$ cat src/rtl/uart_tx_scheduler.sv
// Round-robin response scheduler feeding one UART transmitter from echo, status,
// buffered gesture reports and dropped-gesture reports.
module uart_tx_scheduler #(
  parameter int GEST_FIFO_DEPTH = 4,
  parameter int HOLDOFF_CYCLES  = 2
) (
  input  logic                               clk,
  input  logic                               rst,
  input  logic                               echo_req,
  input  logic                               status_req,
  input  logic [2:0]                         status_bin,
  input  logic                               gesture_valid,
  input  logic [1:0]                         gesture,
  input  logic                               tx_busy,
  output logic [7:0]                         tx_data,
  output logic                               tx_valid,
  output logic [$clog2(GEST_FIFO_DEPTH):0]   fifo_count,
  output logic [3:0]                         drop_count,
  output logic [1:0]                         dbg_state,
  output logic [1:0]                         dbg_rr
);
  localparam int AW = $clog2(GEST_FIFO_DEPTH);
  localparam int CW = AW + 1;
  localparam int HW = (HOLDOFF_CYCLES > 1) ? $clog2(HOLDOFF_CYCLES) : 1;

  typedef enum logic [1:0] {S_IDLE = 2'd0, S_HOLD = 2'd1, S_DRAIN = 2'd2} state_t;

  state_t        state;
  logic [1:0]    rr;
  logic          echo_pend;
  logic          status_pend;
  logic [2:0]    bin_q;
  logic [1:0]    fifo_mem [GEST_FIFO_DEPTH];
  logic [AW-1:0] rd_ptr;
  logic [AW-1:0] wr_ptr;
  logic [HW-1:0] hold_cnt;

  logic [3:0]    pend;
  logic          found;
  logic [1:0]    cand;
  logic          grant_en;
  logic [1:0]    grant_idx;
  logic [7:0]    grant_byte;
  logic [2:0]    send_bin;
  logic          fifo_full;
  logic          pop;
  logic          push_ok;
  logic          drop_evt;
  logic          grant_drop;

  // Echo and status requests arriving this cycle are already visible to the
  // arbiter so a lone request reaches tx_valid on the next cycle.
  always_comb begin
    pend      = {drop_count != 4'd0, fifo_count != '0,
                 status_pend | status_req, echo_pend | echo_req};
    found     = 1'b0;
    cand      = rr;
    grant_idx = rr;
    for (int i = 0; i < 4; i++) begin
      cand = rr + 2'(i);
      if (!found && pend[cand]) begin
        found     = 1'b1;
        grant_idx = cand;
      end
    end
    grant_en   = (state == S_IDLE) && !tx_busy && found;
    send_bin   = status_pend ? bin_q : status_bin;
    case (grant_idx)
      2'd0:    grant_byte = 8'h55;
      2'd1:    grant_byte = {4'hB, 1'b0, send_bin};
      2'd2:    grant_byte = {4'hA, 2'b00, fifo_mem[rd_ptr]};
      default: grant_byte = {4'hC, drop_count};
    endcase
    fifo_full  = (fifo_count == CW'(GEST_FIFO_DEPTH));
    pop        = grant_en && (grant_idx == 2'd2);
    grant_drop = grant_en && (grant_idx == 2'd3);
    push_ok    = gesture_valid && (!fifo_full || pop);
    drop_evt   = gesture_valid && fifo_full && !pop;
  end

  // Handshake: tx_valid is a single-cycle strobe with tx_data stable alongside;
  // there is no ready, the transmitter signals occupancy through tx_busy, which
  // is only trusted once the holdoff window after a strobe has elapsed.
  always_ff @(posedge clk) begin
    if (rst) begin
      state       <= S_IDLE;
      rr          <= 2'd0;
      tx_valid    <= 1'b0;
      tx_data     <= 8'h00;
      hold_cnt    <= '0;
      echo_pend   <= 1'b0;
      status_pend <= 1'b0;
      bin_q       <= 3'd0;
      rd_ptr      <= '0;
      wr_ptr      <= '0;
      fifo_count  <= '0;
      drop_count  <= 4'd0;
    end else begin
      tx_valid <= 1'b0;
      case (state)
        S_IDLE: begin
          if (grant_en) begin
            tx_data  <= grant_byte;
            tx_valid <= 1'b1;
            rr       <= grant_idx + 2'd1;
            hold_cnt <= '0;
            state    <= S_HOLD;
          end
        end
        S_HOLD: begin
          if (hold_cnt == HW'(HOLDOFF_CYCLES - 1)) state <= S_DRAIN;
          else hold_cnt <= hold_cnt + 1'b1;
        end
        S_DRAIN: begin
          if (!tx_busy) state <= S_IDLE;
        end
        default: state <= S_IDLE;
      endcase

      // A new request in its own grant cycle survives only if one was already queued.
      if (grant_en && grant_idx == 2'd0) echo_pend <= echo_pend & echo_req;
      else if (echo_req)                 echo_pend <= 1'b1;

      if (grant_en && grant_idx == 2'd1) status_pend <= status_pend & status_req;
      else if (status_req)               status_pend <= 1'b1;
      if (status_req) bin_q <= status_bin;

      if (push_ok) wr_ptr <= wr_ptr + 1'b1;
      if (pop)     rd_ptr <= rd_ptr + 1'b1;
      case ({push_ok, pop})
        2'b10:   fifo_count <= fifo_count + 1'b1;
        2'b01:   fifo_count <= fifo_count - 1'b1;
        default: fifo_count <= fifo_count;
      endcase

      if (grant_drop)                          drop_count <= drop_evt ? 4'd1 : 4'd0;
      else if (drop_evt && drop_count != 4'hF) drop_count <= drop_count + 4'd1;
    end
  end

  always_ff @(posedge clk) begin
    if (push_ok) fifo_mem[wr_ptr] <= gesture;
  end

  assign dbg_state = state;
  assign dbg_rr    = rr;
endmodule

$ cat config.mk
export PLATFORM = sky130hd
export DESIGN_NAME = uart_tx_scheduler
export DESIGN_NICKNAME = d
export VERILOG_FILES = /design/src/rtl/uart_tx_scheduler.sv
export SDC_FILE = /design/constraint.sdc
export NUM_CORES = 1
export LEC_CHECK = 0
export CELL_PAD_IN_SITES_DETAIL_PLACEMENT = 1
export CELL_PAD_IN_SITES_GLOBAL_PLACEMENT = 1
export CORE_ASPECT_RATIO = 0.75
export CORE_UTILIZATION = 37
export DETAILED_ROUTE_END_ITERATION = 7
export GPL_TIMING_DRIVEN = 0
export PLACE_DENSITY_LB_ADDON = 0.08
export REMOVE_ABC_BUFFERS = 1
export SYNTH_ARGS = -nofsm -noshare
export SYNTH_HDL_FRONTEND = slang
export SYNTH_SLANG_ARGS = --single-unit
$ cat constraint.sdc
create_clock -name clk -period 4 [get_ports clk]
set_input_delay 0.4 -clock clk [delete_from_list [all_inputs] [get_ports clk]]
set_output_delay 0.4 -clock clk [all_outputs]
set_load 0.01 [all_outputs]
==> out/results.ini, run 1 <==
[sta]
setup_viol = 0
hold_violations = 0
worst_pin_slew_ps = 1040
final_max_slew_viol_count = 0
finalWorstSetupSlack_ps = 211
clock_skew_ps = 7.45
fmax_mhz = 264
period_needed_ps = 3790
final.period_utilization = 0.947
relSlewSlack = 0.304

[yosys]
syn_area_um2 = 2010
ys_dominant_reg_cell = dfxtp_1
ys_ff_latch = 39
synth-edff-count = 8
synth_area_per_cell_um2 = 9.68
yosys_warnings = 0
yosysSeqAreaShare = 0.428
synthDistinctLibCells = 48
synthArstFlopShare = 0
synthCells = 208

[setup_path]
endpoint_kind = register
critPathBufInv = 2
cp_top_family = simple AND/OR/NAND/NOR gates
cpMostUsedCell = inv_2
crit_end = fifo_count[1]$_SDFFE_PP0P_
required_ps = 4180
crit_fanout = 5
rrSetupSlack_ps = 210
crit_chain = inv_2 > ha_1 > or3b_4 > o32a_1 > a2bb2oi_1 > o31a_1 > inv_2 > ha_2 > or4b_4 > a31oi_4 > nand2b_1 > fa_2 > nor2_1 > a32o_1
reg2regPathDepth = 14
startpoint = drop_count[0]$_SDFFE_PP0P_
cp_slowest_cell = fa_2
start_kind = register
slowest_delay_ps = 540
cp.depth = 14
crit_arrival_ps = 3970
critPathKind = register to register
worstReg2RegEnd = fifo_count[1]$_SDFFE_PP0P_
timing.rr.start = drop_count[0]$_SDFFE_PP0P_

[power_and_ir_drop]
clkPwrFrac = 0.261
ir_drop_uv = 181
power_switching_uw = 312
p_sw_frac = 0.312
p_leak_nw = 0.927
seqPwrFrac = 0.466
combPwrFrac = 0.273
p_int_uw = 688
p_per_area_nw_per_um2 = 404

[layout]
num_antenna_cells = 0
area_delta_synth_final_pct = 22.9
num-nets-final = 263
fillers = 603
fin_util = 0.489
drive_gt1_frac = 0.121

[floorplanning]
design.core.area_um2 = 5060
die_width_um = 87.2
pin_count = 31
fp-row-count = 22
die_area_um2 = 5740
start_util = 0.397
die_y_um = 65.9

[placed_design]
place_congestion = 0.794
place_hpwl_mm = 3.55
dp_slack_ps = -402
placement.io_buffers = 30

[clock_network]
cts_tree = built
clk_pin_slew_ps = 80
insertion_delay_ps = 290
cts.sinks = 39
htree_levels = 2
numCtsBuffers = 5
hold_buffers = 0
clockRootBuffer = clkbuf_8
clock_path_buffers = 2

[min_path]
hold_class = register to register

[detailed_routing]
wl_per_cell_um = 15.4
ant_nets = 0
drtIter0Drc = 50
vias = 1593
avgViaCountPerCell = 5.11
first_pass_iters = 4
routed_wl_mm = 4.79
drc = 0

[global_route]
grt_pass1_vias = 1661
grt.overflow.total = 0
grt_pass1_wl_mm = 8.07
antenna_found_initial = 0
grt_max_degree = 28
track_usage = 0.189

[job]
maxCapViolCount = 0

[status]
outcome = finished, final reports clean

[worst reg2reg max path, cell delays in order (launching register included)]
cell	delay (ps)
dfxtp_1	370
inv_2	110
ha_1	160
or3b_4	420
o32a_1	300
a2bb2oi_1	130
o31a_1	170
inv_2	100
ha_2	230
or4b_4	520
a31oi_4	190
nand2b_1	140
fa_2	540
nor2_1	40
a32o_1	250
[per-layer routing]
layer | global-route usage | vias up | routed length (um)
met5 | 0 | - | 0
li1 | - | 793 | -
met3 | 0.0449 | 4 | 212
met4 | 0.0697 | 0 | 52
met1 | 0.256 | 767 | 2480
met2 | 0.291 | 29 | 2050
[final cells by class]
class / count / area (um^2) / share of cell area
clock buffers: 6 / 72.6 / 0.0293
clock inverters: 2 / 12.5 / 0.00506
inverters: 9 / 33.8 / 0.0137
well taps: 72 / 90.1 / 0.0364
repair buffers: 34 / 330 / 0.133
flip-flops and latches: 39 / 861 / 0.348
multi-input cells: 150 / 1070 / 0.434
[repair_timing]
action	in CTS	in global routing
pin swaps	0	0
gates resized for setup	4	3
buffers inserted	1	3
setup endpoints to repair	2	1
[layout by cell type (no fill, tap or decap), types with 2 or more instances in the layout]
| master | instances |
|---|---|
| a211oi_1 | 4 |
| clkdlybuf4s50_1 | 30 |
| clkbuf_8 | 5 |
| nor3b_1 | 2 |
| a21o_1 | 3 |
| buf_4 | 4 |
| nor2b_1 | 2 |
| xnor2_1 | 5 |
| a21oi_1 | 22 |
| nor3_1 | 5 |
| nand3_1 | 3 |
| ha_1 | 11 |
| and2_1 | 4 |
| o21ai_0 | 7 |
| a211o_1 | 2 |
| dfxtp_1 | 31 |
| mux2_2 | 3 |
| nor2_1 | 25 |
| nand2_1 | 17 |
| mux4_2 | 2 |
| inv_1 | 7 |
| edfxtp_1 | 8 |
| mux2i_1 | 6 |
| nand2b_1 | 3 |
| inv_2 | 2 |
[synthesized netlist by cell type (all sizes together), types with 2 or more instances]
| cell type | instances | area share |
|---|---|---|
| nor3b | 2 | 0.0075 |
| buf | 6 | 0.023 |
| nor3 | 6 | 0.017 |
| a21oi | 22 | 0.055 |
| ha | 12 | 0.075 |
| nor2b | 2 | 0.0062 |
| o22ai | 2 | 0.0062 |
| a21o | 3 | 0.011 |
| nor2 | 25 | 0.047 |
| mux2i | 6 | 0.030 |
| nor4 | 2 | 0.0093 |
| a211oi | 4 | 0.015 |
| edfxtp | 8 | 0.12 |
| clkbuf | 4 | 0.0075 |
| nand2 | 17 | 0.032 |
| nand2b | 3 | 0.0093 |
| a211o | 2 | 0.0087 |
| xnor2 | 5 | 0.022 |
| mux2 | 3 | 0.017 |
| inv | 9 | 0.017 |
| nand3 | 3 | 0.0075 |
| mux4 | 2 | 0.022 |
| dfxtp | 31 | 0.31 |
| o21ai | 7 | 0.017 |
| and2 | 4 | 0.012 |
[kinds of logic (layout without fill, tap and decap cells)]
| family | Yosys count | in the layout | synth area share |
|---|---|---|---|
| AND/OR/NAND/NOR | 70 | 70 | 0.173 |
| AO/OA/AOI/OAI | 50 | 50 | 0.173 |
| flip-flops | 39 | 39 | 0.428 |
| buffers and inverters | 19 | 51 | 0.0472 |
| adder cells (fa/ha/maj) | 13 | 13 | 0.0845 |
| multiplexers | 11 | 11 | 0.0690 |
| XOR/XNOR | 6 | 6 | 0.0261 |
[worst min path at each step]
stage	startpoint	endpoint	slack (ps)	cells past startpoint
after floorplan	hold_cnt$_SDFFE_PP0P_	dbg_state[1]$_SDFFE_PP0P_	430	2
after global placement	tx_data[3]$_SDFFE_PP0P_	tx_data[3]$_SDFFE_PP0P_	440	2
after detailed placement	tx_data[1]$_SDFFE_PP0P_	tx_data[1]$_SDFFE_PP0P_	460	2
after CTS	tx_data[1]$_SDFFE_PP0P_	tx_data[1]$_SDFFE_PP0P_	470	2
after global routing	tx_data[3]$_SDFFE_PP0P_	tx_data[3]$_SDFFE_PP0P_	500	2
final	tx_data[3]$_SDFFE_PP0P_	tx_data[3]$_SDFFE_PP0P_	470	2
[per-stage QoR]
step	area, um^2	setup TNS (ps)	std cells	total power, mW	hold WS (ps)
after CTS	2440	0	309	0.998	469
after detailed placement	2340	-701	300	0.734	458
final	2470	0	312	1.00	469
after floorplan	1950	0	198	0.629	434
after global placement	2340	-422	300	0.721	442
after global routing	2470	-21.7	312	1.06	499
[registers in the layout, indices dropped and copies added, names as in the netlist, named ones only]
register     flops
tx_data          8
drop_count       4
fifo_mem         8
echo_pend        1
dbg_state        2
bin_q            3
status_pend      1
dbg_rr           1
wr_ptr           2
hold_cnt         1
rd_ptr           2
fifo_count       3
tx_valid         1
[power groups by stage]
stage,clock network (mW),logic [mW],registers [mW]
after floorplan,0,0.152,0.477
after global placement,0,0.250,0.471
after detailed placement,0,0.258,0.476
after CTS,0.270,0.262,0.466
after global routing,0.286,0.305,0.472
final,0.261,0.273,0.466
No activity file was read; power rests on OpenSTA's default activity.
==> inputs of run 2 (changes only) <==
--- a/config.mk
+++ b/config.mk
@@ -8,11 +8,12 @@
 export CELL_PAD_IN_SITES_DETAIL_PLACEMENT = 1
 export CELL_PAD_IN_SITES_GLOBAL_PLACEMENT = 1
 export CORE_ASPECT_RATIO = 0.75
-export CORE_UTILIZATION = 37
+export CORE_UTILIZATION = 41
 export DETAILED_ROUTE_END_ITERATION = 7
 export GPL_TIMING_DRIVEN = 0
 export PLACE_DENSITY_LB_ADDON = 0.08
 export REMOVE_ABC_BUFFERS = 1
+export SLEW_MARGIN = 10
 export SYNTH_ARGS = -nofsm -noshare
 export SYNTH_HDL_FRONTEND = slang
 export SYNTH_SLANG_ARGS = --single-unit
==> constraint.sdc (replaced) <==
create_clock -name clk -period 3.5 [get_ports clk]
set_input_delay 0.35 -clock clk [delete_from_list [all_inputs] [get_ports clk]]
set_output_delay 0.35 -clock clk [all_outputs]
set_load 0.01 [all_outputs]
==> run 2 against run 1 <==
Net effect:
- utilization rose by 7.3 points
- clock skew fell by 4.1 ps
- fmax rose by 7.0%
- sequential power rose by 14%
- count of clock-buffer cells in the layout did not move
- register-to-register slack got worse by 250 ps
- the run now ends with negative setup slack left
- die area fell by 9.5%
- final cell count fell by 1.6%
==> out/results.ini, run 2 (synthesis gave the netlist of run 1 again) <==
[layout]
num_antenna_cells = 0
area_delta_synth_final_pct = 28.3
final_common_cell = clkdlybuf4s50_1
num-nets-final = 273
layout.cells.non_filler = 307
reg.largest.list = fifo_mem: 8 flops, tx_data: 8 flops, drop_count: 4 flops
fillers = 511
layout_common_cells = clkdlybuf4s50_1, dfxtp_1, nor2_1
drive_gt1_frac = 0.192

[setup_path]
required_ps = 3640
reg2regPathDepth = 16
critPathKind = register to register
start_kind = register
crit_fanout = 4
worstReg2RegEnd = fifo_count[2]$_SDFFE_PP0P_
endpoint_kind = register
timing.rr.start = drop_count[0]$_SDFFE_PP0P_
crit_arrival_ps = 3680
rrSetupSlack_ps = -40

[global_route]
grt_max_degree = 28
grt_pass1_wl_mm = 8.61
grt.overflow.total = 0
track_usage = 0.211
grt_pass1_vias = 1741
antenna_found_initial = 0

[power_and_ir_drop]
ir_drop_uv = 240
seqPwrFrac = 0.456
combPwrFrac = 0.287
p_sw_frac = 0.320
p_leak_nw = 0.987
p_total_mw = 1.17
p_per_area_nw_per_um2 = 452
clkPwrFrac = 0.257
power_switching_uw = 374
p_int_uw = 794

[sta]
hold_violations = 0
finalWorstSetupSlack_ps = -41.5
setup_viol = 2
period_needed_ps = 3540
relSlewSlack = 0.303
final_max_slew_viol_count = 0
fmax_mhz = 282
clock_skew_ps = 3.31
rsz0062_at_grt = yes
whs_ps = 460
worst_pin_slew_ps = 1040
final.period_utilization = 1.01

[status]
violations = negative setup slack
outcome = finished, violations left

[clock_network]
clockRootBuffer = clkbuf_8
clock_path_buffers = 2
cts.sinks = 39
insertion_delay_ps = 290
clk_pin_slew_ps = 80
cts_tree = built
numCtsBuffers = 5
htree_levels = 2

[floorplanning]
pin_count = 31
start_util = 0.438
design.core.area_um2 = 4600
die_width_um = 82.9
die_y_um = 62.7
fp-row-count = 21
die_area_um2 = 5200

[detailed_routing]
first_pass_iters = 4
drc = 0
drtIter0Drc = 70
avgViaCountPerCell = 5.50
routed_wl_mm = 5.26
vias = 1689
ant_nets = 0
wl_per_cell_um = 17.1

[placed_design]
place_hpwl_mm = 3.59
dp.cells = 285
place_congestion = 0.735
placement.io_buffers = 30

[min_path]
whs_path_depth = 2
hold_class = register to register
hold_start = tx_data[3]$_SDFFE_PP0P_
hold_end = tx_data[3]$_SDFFE_PP0P_

[job]
maxCapViolCount = 0

-- run 2: per-stage QoR --
stage | worst slack (ps) | setup TNS [ps] | util | instance area [um^2]
2_1_floorplan | -314 | -564 | - | 1950
3_3_place_gp | -718 | -3540 | 0.505 | 2320
3_5_place_dp | -904 | -5980 | 0.505 | 2320
4_1_cts | 9.80 | 0 | 0.549 | 2520
5_1_grt | -158 | -310 | 0.562 | 2580
6_report | -41.5 | -60.9 | 0.562 | 2580
-- run 2: per-layer routing --
metal | GRT usage | routed length [um] | share of wire | vias to the layer above
li1 | - | - | - | 814
met1 | 0.264 | 2550 | 0.48 | 833
met2 | 0.360 | 2470 | 0.47 | 32
met3 | 0.0489 | 180 | 0.034 | 10
met4 | 0.0711 | 63 | 0.012 | 0
met5 | 0 | 0 | 0 | -
-- run 2: worst max-delay path by stage --
stage / start / endpoint / slack (ps) / cells after the start
2_1_floorplan: drop_count[0]$_SDFFE_PP0P_ / fifo_count[2]$_SDFFE_PP0P_ / -310 / 16
3_3_place_gp: drop_count[0]$_SDFFE_PP0P_ / fifo_count[2]$_SDFFE_PP0P_ / -720 / 16
3_5_place_dp: drop_count[0]$_SDFFE_PP0P_ / fifo_count[2]$_SDFFE_PP0P_ / -900 / 16
4_1_cts: drop_count[1]$_SDFFE_PP0P_ / fifo_count[2]$_SDFFE_PP0P_ / 10 / 16
5_1_grt: drop_count[0]$_SDFFE_PP0P_ / fifo_count[2]$_SDFFE_PP0P_ / -160 / 16
6_report: drop_count[0]$_SDFFE_PP0P_ / fifo_count[2]$_SDFFE_PP0P_ / -40 / 16
-- run 2: layout make-up --
cell class / count / area (um^2) / area share
clock buffers: 6 / 72.6 / 0.0281
inverters: 9 / 38.8 / 0.0150
well taps: 57 / 71.3 / 0.0276
clock inverters: 2 / 12.5 / 0.00484
repair buffers: 44 / 405 / 0.157
multi-input cells: 150 / 1110 / 0.431
flip-flops and latches: 39 / 868 / 0.336
-- run 2: power by group through the flow --
stage | sequential [mW] | clock (mW) | combinational [mW]
detailed placement | 0.543 | 0 | 0.296
global placement | 0.539 | 0 | 0.282
finish | 0.533 | 0.300 | 0.335
global route | 0.539 | 0.327 | 0.367
floorplan | 0.545 | 0 | 0.174
CTS | 0.531 | 0.313 | 0.322
-- run 2: critical path, stage by stage, from the launching register on --
cell and delay, ps:
dfxtp_4 360, inv_4 60, ha_4 130, or3b_4 390, o32a_1 340, a2bb2oi_1 140
o31a_1 160, inv_2 100, ha_4 140, or4b_4 490, a31oi_4 190, nand2b_1 120
fa_2 390, a21oi_2 110, nand3_1 90, o22ai_1 130, nor3_1 70
-- run 2: repair_timing --
action | CTS | global route
hold buffers | 0 | 0
gates resized for setup | 13 | 10
hold endpoints to repair | 0 | 0
pin swaps | 3 | 4
endpoints found under the setup margin | 20 | 12
buffers inserted | 11 | 3
==> inputs of run 3 (changes only) <==
--- a/config.mk
+++ b/config.mk
@@ -8,7 +8,7 @@
 export CELL_PAD_IN_SITES_DETAIL_PLACEMENT = 1
 export CELL_PAD_IN_SITES_GLOBAL_PLACEMENT = 1
 export CORE_ASPECT_RATIO = 0.75
-export CORE_UTILIZATION = 41
+export CORE_UTILIZATION = 37
 export DETAILED_ROUTE_END_ITERATION = 7
 export GPL_TIMING_DRIVEN = 0
 export PLACE_DENSITY_LB_ADDON = 0.08
==> constraint.sdc (replaced) <==
create_clock -name clk -period 3.15 [get_ports clk]
set_input_delay 0.315 -clock clk [delete_from_list [all_inputs] [get_ports clk]]
set_output_delay 0.315 -clock clk [all_outputs]
set_load 0.01 [all_outputs]
==> run 3 against run 2 <==
Net effect:
- the run still ends with negative setup slack left
- die area grew 10%
- final cell count grew 7.5%
- global-route usage shrank 1.0 points
- critical path type unchanged
==> out/results.ini, run 3 (synthesis gave the netlist of run 1 again) <==
[floorplanning]
fp-row-count = 22
design.core.area_um2 = 5060
pin_count = 31
start_util = 0.397
die_width_um = 87.2
die_area_um2 = 5740
die_y_um = 65.9

[detailed_routing]
routed_wl_mm = 5.25
ant_nets = 0
vias = 1677
drc = 0
drtIter0Drc = 71
first_pass_iters = 4
wl_per_cell_um = 15.9
avgViaCountPerCell = 5.08

[clock_network]
htree_levels = 2
cts_tree = built
clk_pin_slew_ps = 80
insertion_delay_ps = 290
numCtsBuffers = 5
clockRootBuffer = clkbuf_8
cts.sinks = 39
clock_path_buffers = 2

[layout]
num_antenna_cells = 0
drive_gt1_frac = 0.233
multiInputGateArea_um2 = 1150
area_delta_synth_final_pct = 34.2
fillers = 596
layout_common_cells = clkdlybuf4s50_1, dfxtp_1, nor2_1
regArea_um2 = 868
reg.largest.list = fifo_mem: 8 flops, tx_data: 8 flops, drop_count: 4 flops
num-nets-final = 281
final_common_cell = clkdlybuf4s50_1

[sta]
final.period_utilization = 1.11
final_max_slew_viol_count = 0
finalWorstSetupSlack_ps = -338
fmax_mhz = 287
relSlewSlack = 0.264
worst_pin_slew_ps = 1100
setup_viol = 18
hold_violations = 0
period_needed_ps = 3490
clock_skew_ps = 6.04
rsz0062_at_grt = yes

[power_and_ir_drop]
p_total_mw = 1.32
p_leak_nw = 1.03
ir_drop_uv = 216
p_per_area_nw_per_um2 = 490

[placed_design]
dp_slack_ps = -1250
place_congestion = 0.794
place_hpwl_mm = 3.55
placement.io_buffers = 30

[setup_path]
startpoint = drop_count[0]$_SDFFE_PP0P_
crit_end = fifo_count[2]$_SDFFE_PP0P_
crit_fanout = 3
crit_arrival_ps = 3630
start_kind = register
worstReg2RegEnd = fifo_count[2]$_SDFFE_PP0P_
critPathKind = register to register
timing.rr.start = drop_count[0]$_SDFFE_PP0P_
endpoint_kind = register
rrSetupSlack_ps = -340
reg2regPathDepth = 16
required_ps = 3290

[global_route]
grt_pass1_vias = 1759
grt_pass1_wl_mm = 8.60
track_usage = 0.201
antenna_found_initial = 0
grt_max_degree = 28
grt.overflow.total = 0

[status]
violations = negative setup slack
outcome = finished, violations left

[min_path]
hold_class = register to register
whs_path_depth = 2

[job]
maxCapViolCount = 0

[run 3: cell type report]
| cell class | count | area share |
|---|---|---|
| timing repair buffer | 52 | 0.175 |
| multi-input combinational | 150 | 0.424 |
| clock buffer | 6 | 0.0269 |
| clock inverter | 2 | 0.00463 |
| tap | 72 | 0.0333 |
| sequential | 39 | 0.321 |
| inverter | 9 | 0.0144 |
[run 3: worst min-delay path by stage]
stage / to / start / slack [ps]
6_report: tx_data[3]$_SDFFE_PP0P_ / tx_data[3]$_SDFFE_PP0P_ / 470
5_1_grt: tx_data[3]$_SDFFE_PP0P_ / tx_data[3]$_SDFFE_PP0P_ / 500
4_1_cts: tx_data[1]$_SDFFE_PP0P_ / tx_data[1]$_SDFFE_PP0P_ / 470
3_5_place_dp: tx_data[1]$_SDFFE_PP0P_ / tx_data[1]$_SDFFE_PP0P_ / 460
3_3_place_gp: tx_data[3]$_SDFFE_PP0P_ / tx_data[3]$_SDFFE_PP0P_ / 440
2_1_floorplan: dbg_state[0]$_SDFFE_PP0P_ / rst / 380
[run 3: per-stage QoR]
step	setup TNS, ps	instances	util	hold WS (ps)	cell area [um^2]
floorplan	-3200	198	-	384	1950
global placement	-11200	300	0.462	442	2340
detailed placement	-13450	300	0.462	458	2340
CTS	-1180	321	0.510	469	2580
global route	-4350	330	0.533	499	2700
finish	-1570	330	0.533	468	2700
[run 3: what timing repair did]
| action | 4_1_cts | 5_1_grt |
|---|---|---|
| setup buffers | 13 | 9 |
| pin swaps | 6 | 6 |
| hold buffers | 0 | 0 |
| setup endpoints to repair | 20 | 20 |
| gates resized for setup | 19 | 11 |
[run 3: critical path, cell delays in order (launching register included)]
cell and delay, ps:
dfxtp_4 360, inv_4 60, ha_4 120, or3b_4 400
o32a_1 310, a2bb2oi_2 130, o31a_1 140, inv_2 90
ha_4 130, or4b_4 500, a31oi_4 190, nand2b_1 130
fa_2 380, a21oi_2 110, nand3_1 100, o22ai_2 150
nor3_2 50
[run 3: where the power goes]
group | switching [mW] | internal, mW
combinational | 0.200 | 0.196
clock | 0.181 | 0.155
sequential | 0.0425 | 0.550
[run 3: routing by layer]
layer  track usage  wire [um]  vias up
met5             0          0        -
met4        0.0697         51        0
met3        0.0449        173        4
met2         0.327       2470       25
met1         0.264       2560      824
li1              -          -      824
